--- config.mk ---
export PLATFORM = sky130hd
export DESIGN_NAME = vga_plot_arbiter
export DESIGN_NICKNAME = d
export VERILOG_FILES = /design/src/rtl/vga_plot_arbiter.sv
export SDC_FILE = /design/constraint.sdc
export NUM_CORES = 1
export LEC_CHECK = 0
export CORE_ASPECT_RATIO = 1.25
export CORE_UTILIZATION = 40
export DETAILED_ROUTE_END_ITERATION = 6
export PLACE_DENSITY = 0.89
export SLEW_MARGIN = 25
export SYNTH_ARGS = -nofsm -noshare
export SYNTH_HDL_FRONTEND = slang
export SYNTH_SLANG_ARGS = --single-unit
--- constraint.sdc ---
create_clock -name clk -period 1.71 [get_ports clk]
set_input_delay 0.342 -clock clk [delete_from_list [all_inputs] [get_ports clk]]
set_output_delay 0.342 -clock clk [all_outputs]
set_load 0.02 [all_outputs]
--- src/rtl/vga_plot_arbiter.sv ---
// rtl/vga_plot_arbiter.sv - round-robin arbiter sharing one VGA pixel-write port
//
// Grants the VGA adapter write port to one sprite controller at a time for a
// whole draw/erase pass, forwards the owner's pixel stream through one register
// stage, and reclaims the port through a watchdog if a pass runs too long.
//
// Ports:
//   clk, reset             rising-edge clock, synchronous active-high reset
//   req/done/plot_in       per-requester request level, end-of-pass strobe, write enable
//   x_in/y_in/colour_in    packed per-requester pixel data, requester i at [i*W +: W]
//   grant                  one-hot owner, zero when the port is free
//   vga_x/vga_y/vga_colour registered pixel to the VGA adapter
//   vga_plot               registered write enable to the VGA adapter
//   busy                   high while a grant is held
//   timeout                sticky, set when the watchdog forces a release
module vga_plot_arbiter #(
    parameter int N_REQ    = 4,
    parameter int X_W      = 8,
    parameter int Y_W      = 7,
    parameter int COLOUR_W = 3,
    parameter int MAX_HOLD = 1023
) (
    input  logic                      clk,
    input  logic                      reset,
    input  logic [N_REQ-1:0]          req,
    input  logic [N_REQ-1:0]          done,
    input  logic [N_REQ-1:0]          plot_in,
    input  logic [N_REQ*X_W-1:0]      x_in,
    input  logic [N_REQ*Y_W-1:0]      y_in,
    input  logic [N_REQ*COLOUR_W-1:0] colour_in,
    output logic [N_REQ-1:0]          grant,
    output logic [X_W-1:0]            vga_x,
    output logic [Y_W-1:0]            vga_y,
    output logic [COLOUR_W-1:0]       vga_colour,
    output logic                      vga_plot,
    output logic                      busy,
    output logic                      timeout
);

    localparam int IDX_W  = (N_REQ > 1) ? $clog2(N_REQ) : 1;
    localparam int HOLD_W = (MAX_HOLD > 1) ? $clog2(MAX_HOLD + 1) : 1;
    localparam logic [HOLD_W-1:0] HOLD_LAST = HOLD_W'(MAX_HOLD - 1);

    typedef enum logic [1:0] {
        IDLE    = 2'd0,
        GRANT   = 2'd1,
        RELEASE = 2'd2
    } state_t;

    state_t                state_q, state_d;
    logic [N_REQ-1:0]      grant_q, grant_d;
    logic [IDX_W-1:0]      owner_q, owner_d;
    logic [IDX_W-1:0]      ptr_q, ptr_d;
    logic [HOLD_W-1:0]     hold_q, hold_d;
    logic [X_W-1:0]        vx_q, vx_d;
    logic [Y_W-1:0]        vy_q, vy_d;
    logic [COLOUR_W-1:0]   vc_q, vc_d;
    logic                  vplot_q, vplot_d;
    logic                  timeout_q, timeout_d;

    logic [X_W-1:0]        x_arr [N_REQ];
    logic [Y_W-1:0]        y_arr [N_REQ];
    logic [COLOUR_W-1:0]   c_arr [N_REQ];

    logic                  pick_valid;
    logic [IDX_W-1:0]      pick_idx;
    logic [IDX_W-1:0]      cand;
    logic                  hold_expired;

    for (genvar gi = 0; gi < N_REQ; gi++) begin : g_unpack
        assign x_arr[gi] = x_in[gi*X_W +: X_W];
        assign y_arr[gi] = y_in[gi*Y_W +: Y_W];
        assign c_arr[gi] = colour_in[gi*COLOUR_W +: COLOUR_W];
    end

    // Scan from the highest offset down so the last hit written is the one
    // closest to the pointer, giving round-robin priority starting at ptr_q.
    always_comb begin
        pick_valid = 1'b0;
        pick_idx   = '0;
        cand       = '0;
        for (int i = N_REQ - 1; i >= 0; i--) begin
            cand = IDX_W'((int'(ptr_q) + i) % N_REQ);
            if (req[cand]) begin
                pick_valid = 1'b1;
                pick_idx   = cand;
            end
        end
    end

    assign hold_expired = (hold_q == HOLD_LAST);

    always_comb begin
        state_d   = state_q;
        grant_d   = grant_q;
        owner_d   = owner_q;
        ptr_d     = ptr_q;
        hold_d    = hold_q;
        vx_d      = vx_q;
        vy_d      = vy_q;
        vc_d      = vc_q;
        vplot_d   = 1'b0;
        timeout_d = timeout_q;

        case (state_q)
            IDLE: begin
                grant_d = '0;
                if (pick_valid) begin
                    state_d = GRANT;
                    owner_d = pick_idx;
                    grant_d = N_REQ'(1) << pick_idx;
                    hold_d  = '0;
                end
            end
            GRANT: begin
                // The owner's pixel is forwarded even on its exit cycle so a
                // final pixel accompanying done is not lost.
                vx_d    = x_arr[owner_q];
                vy_d    = y_arr[owner_q];
                vc_d    = c_arr[owner_q];
                vplot_d = plot_in[owner_q];
                hold_d  = hold_q + HOLD_W'(1);
                if (done[owner_q] || !req[owner_q] || hold_expired) begin
                    state_d = RELEASE;
                    grant_d = '0;
                    if (hold_expired) begin
                        timeout_d = 1'b1;
                    end
                end
            end
            RELEASE: begin
                grant_d = '0;
                ptr_d   = IDX_W'((int'(owner_q) + 1) % N_REQ);
                state_d = IDLE;
            end
            default: begin
                state_d = IDLE;
                grant_d = '0;
            end
        endcase
    end

    always_ff @(posedge clk) begin
        if (reset) begin
            state_q   <= IDLE;
            grant_q   <= '0;
            owner_q   <= '0;
            ptr_q     <= '0;
            hold_q    <= '0;
            vx_q      <= '0;
            vy_q      <= '0;
            vc_q      <= '0;
            vplot_q   <= 1'b0;
            timeout_q <= 1'b0;
        end else begin
            state_q   <= state_d;
            grant_q   <= grant_d;
            owner_q   <= owner_d;
            ptr_q     <= ptr_d;
            hold_q    <= hold_d;
            vx_q      <= vx_d;
            vy_q      <= vy_d;
            vc_q      <= vc_d;
            vplot_q   <= vplot_d;
            timeout_q <= timeout_d;
        end
    end

    assign grant      = grant_q;
    assign vga_x      = vx_q;
    assign vga_y      = vy_q;
    assign vga_colour = vc_q;
    assign vga_plot   = vplot_q;
    assign busy       = (state_q == GRANT);
    assign timeout    = timeout_q;

endmodule

After elaboration in Yosys (flattened, before gate mapping)
Cells that the tools add are included.

Flip-flop bits (word level): 40.

$lt $le $gt $ge: 6. Equality and inequality tests: 5. Shift-type cells: 1. Add/sub/neg operators: 5. Reduce and logical (&&, ||, !) cells: 10. Bitwise logic cells: 2. Multiplexer cells: 39.

Operators by type and width (number): $pmux W10 S2 (1); $bmux W8 S2 (1); $mux W8 (2); $lt A2 B3 Y1 const B (5); $bmux W1 S2 (7); $bmux W7 S2 (1); $mux W7 (2); $mux W2 (6); $mux W1 (11); $add A10 B1 Y10 const B (1); $eq A10 B10 Y1 const B (1); $mux W10 (1); $mux W4 (2); $pmux W4 S2 (1); $bmux W3 S2 (1); $mux W3 (2); $reduce_and A2 Y1 (3); $add A2 B1 Y2 const B (2); $add A2 B2 Y2 const B (2); $pmux W2 S2 (1); $shl A1 B2 Y4 const A (1); $ge A3 B3 Y1 const B (1); $not A2 Y3 (1); $reduce_and A3 Y1 (1); 10 further kinds (11).

Depth between registers and ports, before layout
Gate-level depths: netlist of run 1.

Depth after elaboration: 10. Mapped depth: 8. Gate-level depth less buffers: 7.

Worst setup path before layout of run 1
No wires, ideal clock.

Path type: flip-flop to flip-flop. From: register owner_q[0]. To: register grant_q[1] (netlist: grant[1]). Cell stages (with the launch flop): 7. Path slack: 0.190 ns. Data arrival time: 1.392 ns. Clock period less this slack: 1.520 ns. Buffers on the path: 2. Cell sequence: dfxtp_1 -> buf_2 -> mux4_2 -> and3_4 -> buf_6 -> a32oi_1 -> nor2_1.

Longest elaborated chain between the ends: 6. Elaborated cells between the ends (all ways): 8.

Ends and longest elaborated chain: start: declaration (RTL line 52) `logic [IDX_W-1:0] owner_q, owner_d;`; start signal: assignment (RTL line 158) `owner_q <= owner_d;`; $bmux W1 S2 (RTL line 123) `if (done[owner_q] || !req[owner_q] || hold_expired) begin`; $mux W1 (implied by the code) (RTL line 123); $logic_not A1 Y1 (RTL line 123); $logic_or A1 B1 Y1 (*) (2 in a row) (RTL line 123); $ne A2 B1 Y1 (no source line) (*); end signal: assignment (RTL line 157) `grant_q <= grant_d;`; end: declaration (RTL line 51) `logic [N_REQ-1:0] grant_q, grant_d;`.

Every way passes the cells marked *; elsewhere a longest branch is shown, timed or not. The select of a mux whose other input is x is not followed. A chain may end at the register's enable or synchronous reset.

Worst setup path after layout of run 1
From: register grant_q[3] (netlist: grant[3]). To: output grant[3].

RTL lines: end: declaration (RTL line 31) `output logic [N_REQ-1:0] grant,`.

No word-level cell between the ends.

==> results of run 1 <==
cell type report:
class                   instances  area (µm²)  area share (%)
flip-flops and latches         40         801            23.1
inverters                       4        15.0           0.433
well taps                      62        77.6            2.24
clock inverters                 1        7.51           0.216
clock buffers                   7        86.3            2.49
repair buffers                124        1220            35.2
multi-input cells             168        1260            36.4
worst max-delay path by stage:
stage               start   endpoint  slack, ns
2_1_floorplan  owner_q[0]   grant[1]       0.19
3_3_place_gp       req[1]  hold_q[9]      -0.33
3_5_place_dp       req[1]  hold_q[9]      -0.36
4_1_cts            req[3]   grant[3]      0.007
5_1_grt          vga_x[2]   vga_x[2]       0.04
6_report         grant[3]   grant[3]       0.09
timing repair:
item / in CTS / in global routing
pin swaps: 0 / 1
resized for setup: 4 / 3
setup endpoints to repair: 4 / 5
hold buffers: 0 / 0
hold endpoints to repair: 0 / 0
synth_stat cells, types with 2 or more instances:
cell type and count:
nor3_1 2, ha_1 2, a21oi_1 26, and4_1 2, mux4_2 20, buf_2 3
a211oi_1 3, nor2b_1 5, xor2_1 5, a32oi_1 2, nand2b_1 3, nand4_1 2
clkbuf_1 9, xnor2_1 3, and2_1 2, nor2_1 22, or3_1 2, buf_1 2
dfxtp_1 40, inv_1 3, nand3_1 5, nand2_1 47
logic make-up after synthesis:
family,count (synthesis)
buffers and inverters,20
DFF,40
and+or+nand+nor,99
adders and majority gates,2
muxes,21
AOI/OAI and AO/OA,38
xor gates and xnor gates,8
stage by stage:
step                      power [mW]  setup slack [ns]  setup TNS (ns)  utilization [%]
final                           2.49            0.0857               0             67.8
after global routing            2.63            0.0440               0             67.8
after CTS                       2.50           0.00743               0             67.6
after detailed placement        1.87            -0.359           -4.72             65.7
after global placement          1.85            -0.331           -4.00             65.7
after floorplan                 1.47             0.190               0                -
power by group through the flow:
stage / registers (mW) / clock network, mW / logic, mW
after detailed placement: 1.06 / 0 / 0.810
after CTS: 1.04 / 0.649 / 0.812
after global routing: 1.05 / 0.707 / 0.872
after floorplan: 1.11 / 0 / 0.352
after global placement: 1.06 / 0 / 0.788
final: 1.04 / 0.635 / 0.810
state kept, by name, summed over array words and instances, names as in the netlist:
| register | flops |
|---|---|
| hold_q | 10 |
| vga_x | 8 |
| vga_y | 7 |
| grant | 4 |
| vga_colour | 3 |
| owner_q | 2 |
| ptr_q | 2 |
| state_q | 2 |
| timeout | 1 |
| vga_plot | 1 |
metal layers:
layer,wire [µm],vias up,share of wire (%),track usage (%)
met5,0,-,0,0
met4,135,0,2.3,8.70
met3,476,16,8.1,8.33
met2,3180,86,54,41.2
met1,2110,1002,36,25.1
li1,-,1035,-,-
==> out/results.ini, run 1 <==
[synth]
synth_fa_ha_area_share_pct=1.17
syn_inst=228
avgSynthCellArea_um2=9.38
ys_ff_latch=40
netlist_top_cells_area=dfxtp_1 37%, mux4_2 21%, nand2_1 8.2%
synth_edf_count=0
synthSimpleGateAreaFrac_pct=21.7
syn_nets=316
yosys_warnings=0
synth_top_family_by_area=simple AND/OR/NAND/NOR gates
ys_seq_area_share_pct=37.4
synth_mux_area_share_pct=21.5
async_flop_share_pct=0
yosysUniqueCellTypes=40
synth_compound_area_share_pct=10.7
synth_xor_area_share_pct=3.27
yosysTopAreaCell=dfxtp_1
synth_area_mm2=0.00214
synth_top_area_share_pct=37.4
synth_ff_type=dfxtp_1

[worst_setup_path]
cp_num_cells=1
criticalPathCategory=flip-flop to output pin
cp_max_fo=2
worst_path_largest_cell_delay_ns=0.62
reg2reg_to=grant[0]
crit_path_end_kind=output pin
rr_worst_depth=5
r2r_start=ptr_q[1]
cp-start-kind=flip-flop
arrival_ns=1.28
required_ns=1.37
r2r_slack_ns=0.20
critPathSlowestCell=clkdlybuf4s50_1
cp.buffers_inverters=1
crit_chain=clkdlybuf4s50_1
cp_top_family=buffers and inverters

[sta]
fin_skew_ns=0.00231
final_hold_viol_count=0
slew_violations=0
relSlewSlack_pct=65.6
period_share_pct=95.0
fmax_mhz=616
rsz0062_at_grt=no
setup_violations=0
holdWs_ns=0.452
fin_crit_ns=1.62
worst_pin_slew_ns=0.512

[placed_design]
io_buffers=110
dp_cells=398
routabilityCongestion=0.824
placed_area_mm2=0.00336
hpwl_um=4700

[grt]
grt_remaining_overflow=0
antenna_found_initial=0
grt_pass1_wl_um=9960
gr-usage-all-layers_pct=23.6
grt_pass1_vias=2244
grt_max_degree=24

[final_layout]
final_area_mm2=0.00347
area_growth_pct=62.2
layout-drive-gt1-share_pct=14.2
fill_cells=364
final_cells=406
finalNetCount=431
layout_commonest_cell=clkdlybuf4s50_1
final_cell_mix=105 x clkdlybuf4s50_1, 47 x nand2_1, 40 x dfxtp_1
antenna_cells=0

[power]
p_per_area_mw_per_mm2=717
p_comb_share_pct=32.6
p_int_mw=1.79
leakage_nw=1.24
clockPowerShare_pct=25.5
pwr-share-seq_pct=41.9
swShare_pct=28.0
switching_power_uw=696
peakVddDrop_mv=0.528

[routing]
drc=0
ant_nets=0
first_pass_iters=4
viasPerCell=5.27
num_vias=2139
routed_wl_um=5900
wl_per_cell_um=14.5
drt-initial-drc-count=73

[floorplan]
top_level_ports=111
dieHeight_um=83.8
rows=29
design.die.area_mm2=0.00565
start_util_pct=41.8
core_mm2=0.00512
fp.dieW_um=67.4

[clock_network]
cts_max_path_buffers=2
post_cts_buffers=0
cts_made_buffers=5
clock_latency_ns=0.29
htreeDepth=2
cts-root-buf=clkbuf_8
cts.sink_count=40
path_clk_slew_ns=0.07
cts_tree=done

[hold_path]
min_path_cells=2
min_to=grant[2]
hold_start=grant[2]
min_path_type=flip-flop to flip-flop

[job]
max_cap_violations=0

[status]
status=complete, no violations

Power figures use the tool's default switching activity.
==> run 2: changes to the inputs <==
--- a/config.mk
+++ b/config.mk
@@ -7,9 +7,10 @@
 export LEC_CHECK = 0
 export CORE_ASPECT_RATIO = 1.25
 export CORE_UTILIZATION = 40
+export CTS_BUF_LIST = sky130_fd_sc_hd__clkbuf_16
 export DETAILED_ROUTE_END_ITERATION = 6
 export PLACE_DENSITY = 0.89
-export SLEW_MARGIN = 25
+export SLEW_MARGIN = 5
 export SYNTH_ARGS = -nofsm -noshare
 export SYNTH_HDL_FRONTEND = slang
 export SYNTH_SLANG_ARGS = --single-unit
==> out/results.ini, run 2 (synthesis results as in run 1) <==
[grt]
grt_pass1_wl_um=10300  ; +3.6%
gr-usage-all-layers_pct=24.6  ; +1.0 points
grt_pass1_vias=2299  ; +2.5%
grt_remaining_overflow=0  ; unchanged
antenna_found_initial=0  ; unchanged
grt_max_degree=24  ; unchanged

[floorplan]
design.die.area_mm2=0.00565  ; unchanged
dieHeight_um=83.8  ; unchanged
start_util_pct=41.8  ; unchanged
fp.dieW_um=67.4  ; unchanged
rows=29  ; unchanged
top_level_ports=111  ; unchanged
core_mm2=0.00512  ; unchanged

[worst_setup_path]
cp_max_fo=6  ; +4
rr_worst_depth=5  ; unchanged
r2r_slack_ns=0.20  ; about the same
r2r_start=ptr_q[1]
cp-start-kind=input port
required_ns=1.88  ; +0.51 ns
reg2reg_to=grant[0]
criticalPathCategory=input port to flip-flop
crit_path_end_kind=flip-flop
arrival_ns=1.80  ; +0.52 ns
endpoint=grant[3]
startpoint=done[0]

[final_layout]
area_growth_pct=64.2
layout_commonest_cell=clkdlybuf4s50_1
finalNetCount=431  ; unchanged
layout-drive-gt1-share_pct=14.0  ; -0.29 points
largest_reg_flops=10  ; unchanged
final_cell_mix=105 x clkdlybuf4s50_1, 47 x nand2_1, 40 x dfxtp_1
antenna_cells=0  ; unchanged
top_register=hold_q
final_cells=406  ; unchanged

[power]
peakVddDrop_mv=0.526  ; -0.46%
switching_power_uw=736  ; +5.7%
finalPower_mw=2.73  ; +9.7%
clockPowerShare_pct=32.0  ; +6.5 points
swShare_pct=27.0  ; -1.0 points
p_per_area_mw_per_mm2=777  ; +8.4%
leakage_nw=1.26  ; +1.3%
pwr-share-seq_pct=38.3  ; -3.6 points
p_comb_share_pct=29.7  ; -2.9 points
p_int_mw=1.99  ; +11%

[sta]
worst_pin_slew_ns=0.515  ; +0.00215 ns
final_hold_viol_count=0  ; unchanged
period_share_pct=95.2  ; +0.22 points
fin_skew_ns=0.00312  ; +0.000809 ns
setup_violations=0  ; unchanged
fin_crit_ns=1.63  ; +0.00372 ns
fmax_mhz=614  ; -0.23%
rsz0062_at_grt=no
relSlewSlack_pct=65.4  ; -0.14 points
slew_violations=0  ; unchanged

[routing]
wl_per_cell_um=15.1  ; +3.7%
viasPerCell=5.29  ; +0.42%
first_pass_iters=4  ; unchanged
drc=0  ; unchanged
ant_nets=0  ; unchanged
routed_wl_um=6120  ; +3.7%
num_vias=2148  ; +0.42%
drt-initial-drc-count=78  ; +6.8%

[clock_network]
path_clk_slew_ns=0.05  ; -0.02 ns
cts_made_buffers=5  ; unchanged
cts_max_path_buffers=2  ; unchanged
cts.sink_count=40  ; unchanged
cts-root-buf=clkbuf_16
cts_tree=done
clock_latency_ns=0.28  ; about the same
htreeDepth=2  ; unchanged
post_cts_buffers=0  ; unchanged

[hold_path]
min_path_type=flip-flop to flip-flop

[status]
status=complete, no violations

[placed_design]
routabilityCongestion=0.824  ; unchanged
hpwl_um=4700  ; unchanged
dp_cells=398  ; unchanged
io_buffers=110  ; unchanged

[job]
max_cap_violations=0  ; unchanged

[run 2: layout make-up]
type / count / area (µm²)
sequential: 40 / 801
fill: 348 / 1600
clock buffer: 5 / 125
tap: 62 / 77.6
inverter: 4 / 15.0
multi-input combinational: 168 / 1260
timing repair buffer: 124 / 1220
clock inverter: 3 / 15.0
[run 2: metrics by stage]
step	util, %	hold WS, ns	instance area, µm²	worst slack (ns)	TNS (ns)
floorplan	-	0.463	2140	0.190	0
global placement	65.7	0.441	3360	-0.331	-4.00
global route	68.6	0.469	3510	0.0389	0
detailed placement	65.7	0.444	3360	-0.359	-4.72
CTS	68.5	0.451	3500	0.0260	0
finish	68.6	0.449	3510	0.0819	0
[run 2: power groups by stage]
stage / clock network [mW] / registers [mW] / logic (mW)
3_3_place_gp: 0 / 1.06 / 0.788
4_1_cts: 0.884 / 1.04 / 0.814
3_5_place_dp: 0 / 1.06 / 0.810
6_report: 0.874 / 1.04 / 0.811
2_1_floorplan: 0 / 1.11 / 0.352
5_1_grt: 0.942 / 1.05 / 0.876
[run 2: critical path: stages]
cell,delay [ns]
clkdlybuf4s50_1,0.51
nor2b_1,0.07
mux4_2,0.45
and3_4,0.21
a32oi_1,0.15
nor2_1,0.06
[run 2: layer usage]
layer  routed length (µm)  share of wire, %  up-vias  GRT usage (%)
met2                 3300                54       90           43.0
met4                  256               4.2        0           13.3
met1                 2120                35      998           24.8
met3                  443               7.2       22           7.79
met5                    0                 0        -              0
li1                     -                 -     1038              -
[run 2: repair_timing]
item	in CTS	in global routing
gates cloned	0	0
resized for setup	5	2
hold buffers	0	0
pin swaps	0	1
endpoints found under the hold margin	0	0
endpoints found under the setup margin	15	6
[run 2: worst min-delay path by stage]
stage	endpoint	start	cells after the start
after global routing	grant[2]	grant[2]	2
after global placement	vga_x[4]	vga_x[4]	2
after CTS	grant[2]	grant[2]	2
final	grant[2]	grant[2]	2
after floorplan	hold_q[3]	hold_q[3]	1
after detailed placement	grant[2]	grant[2]	2
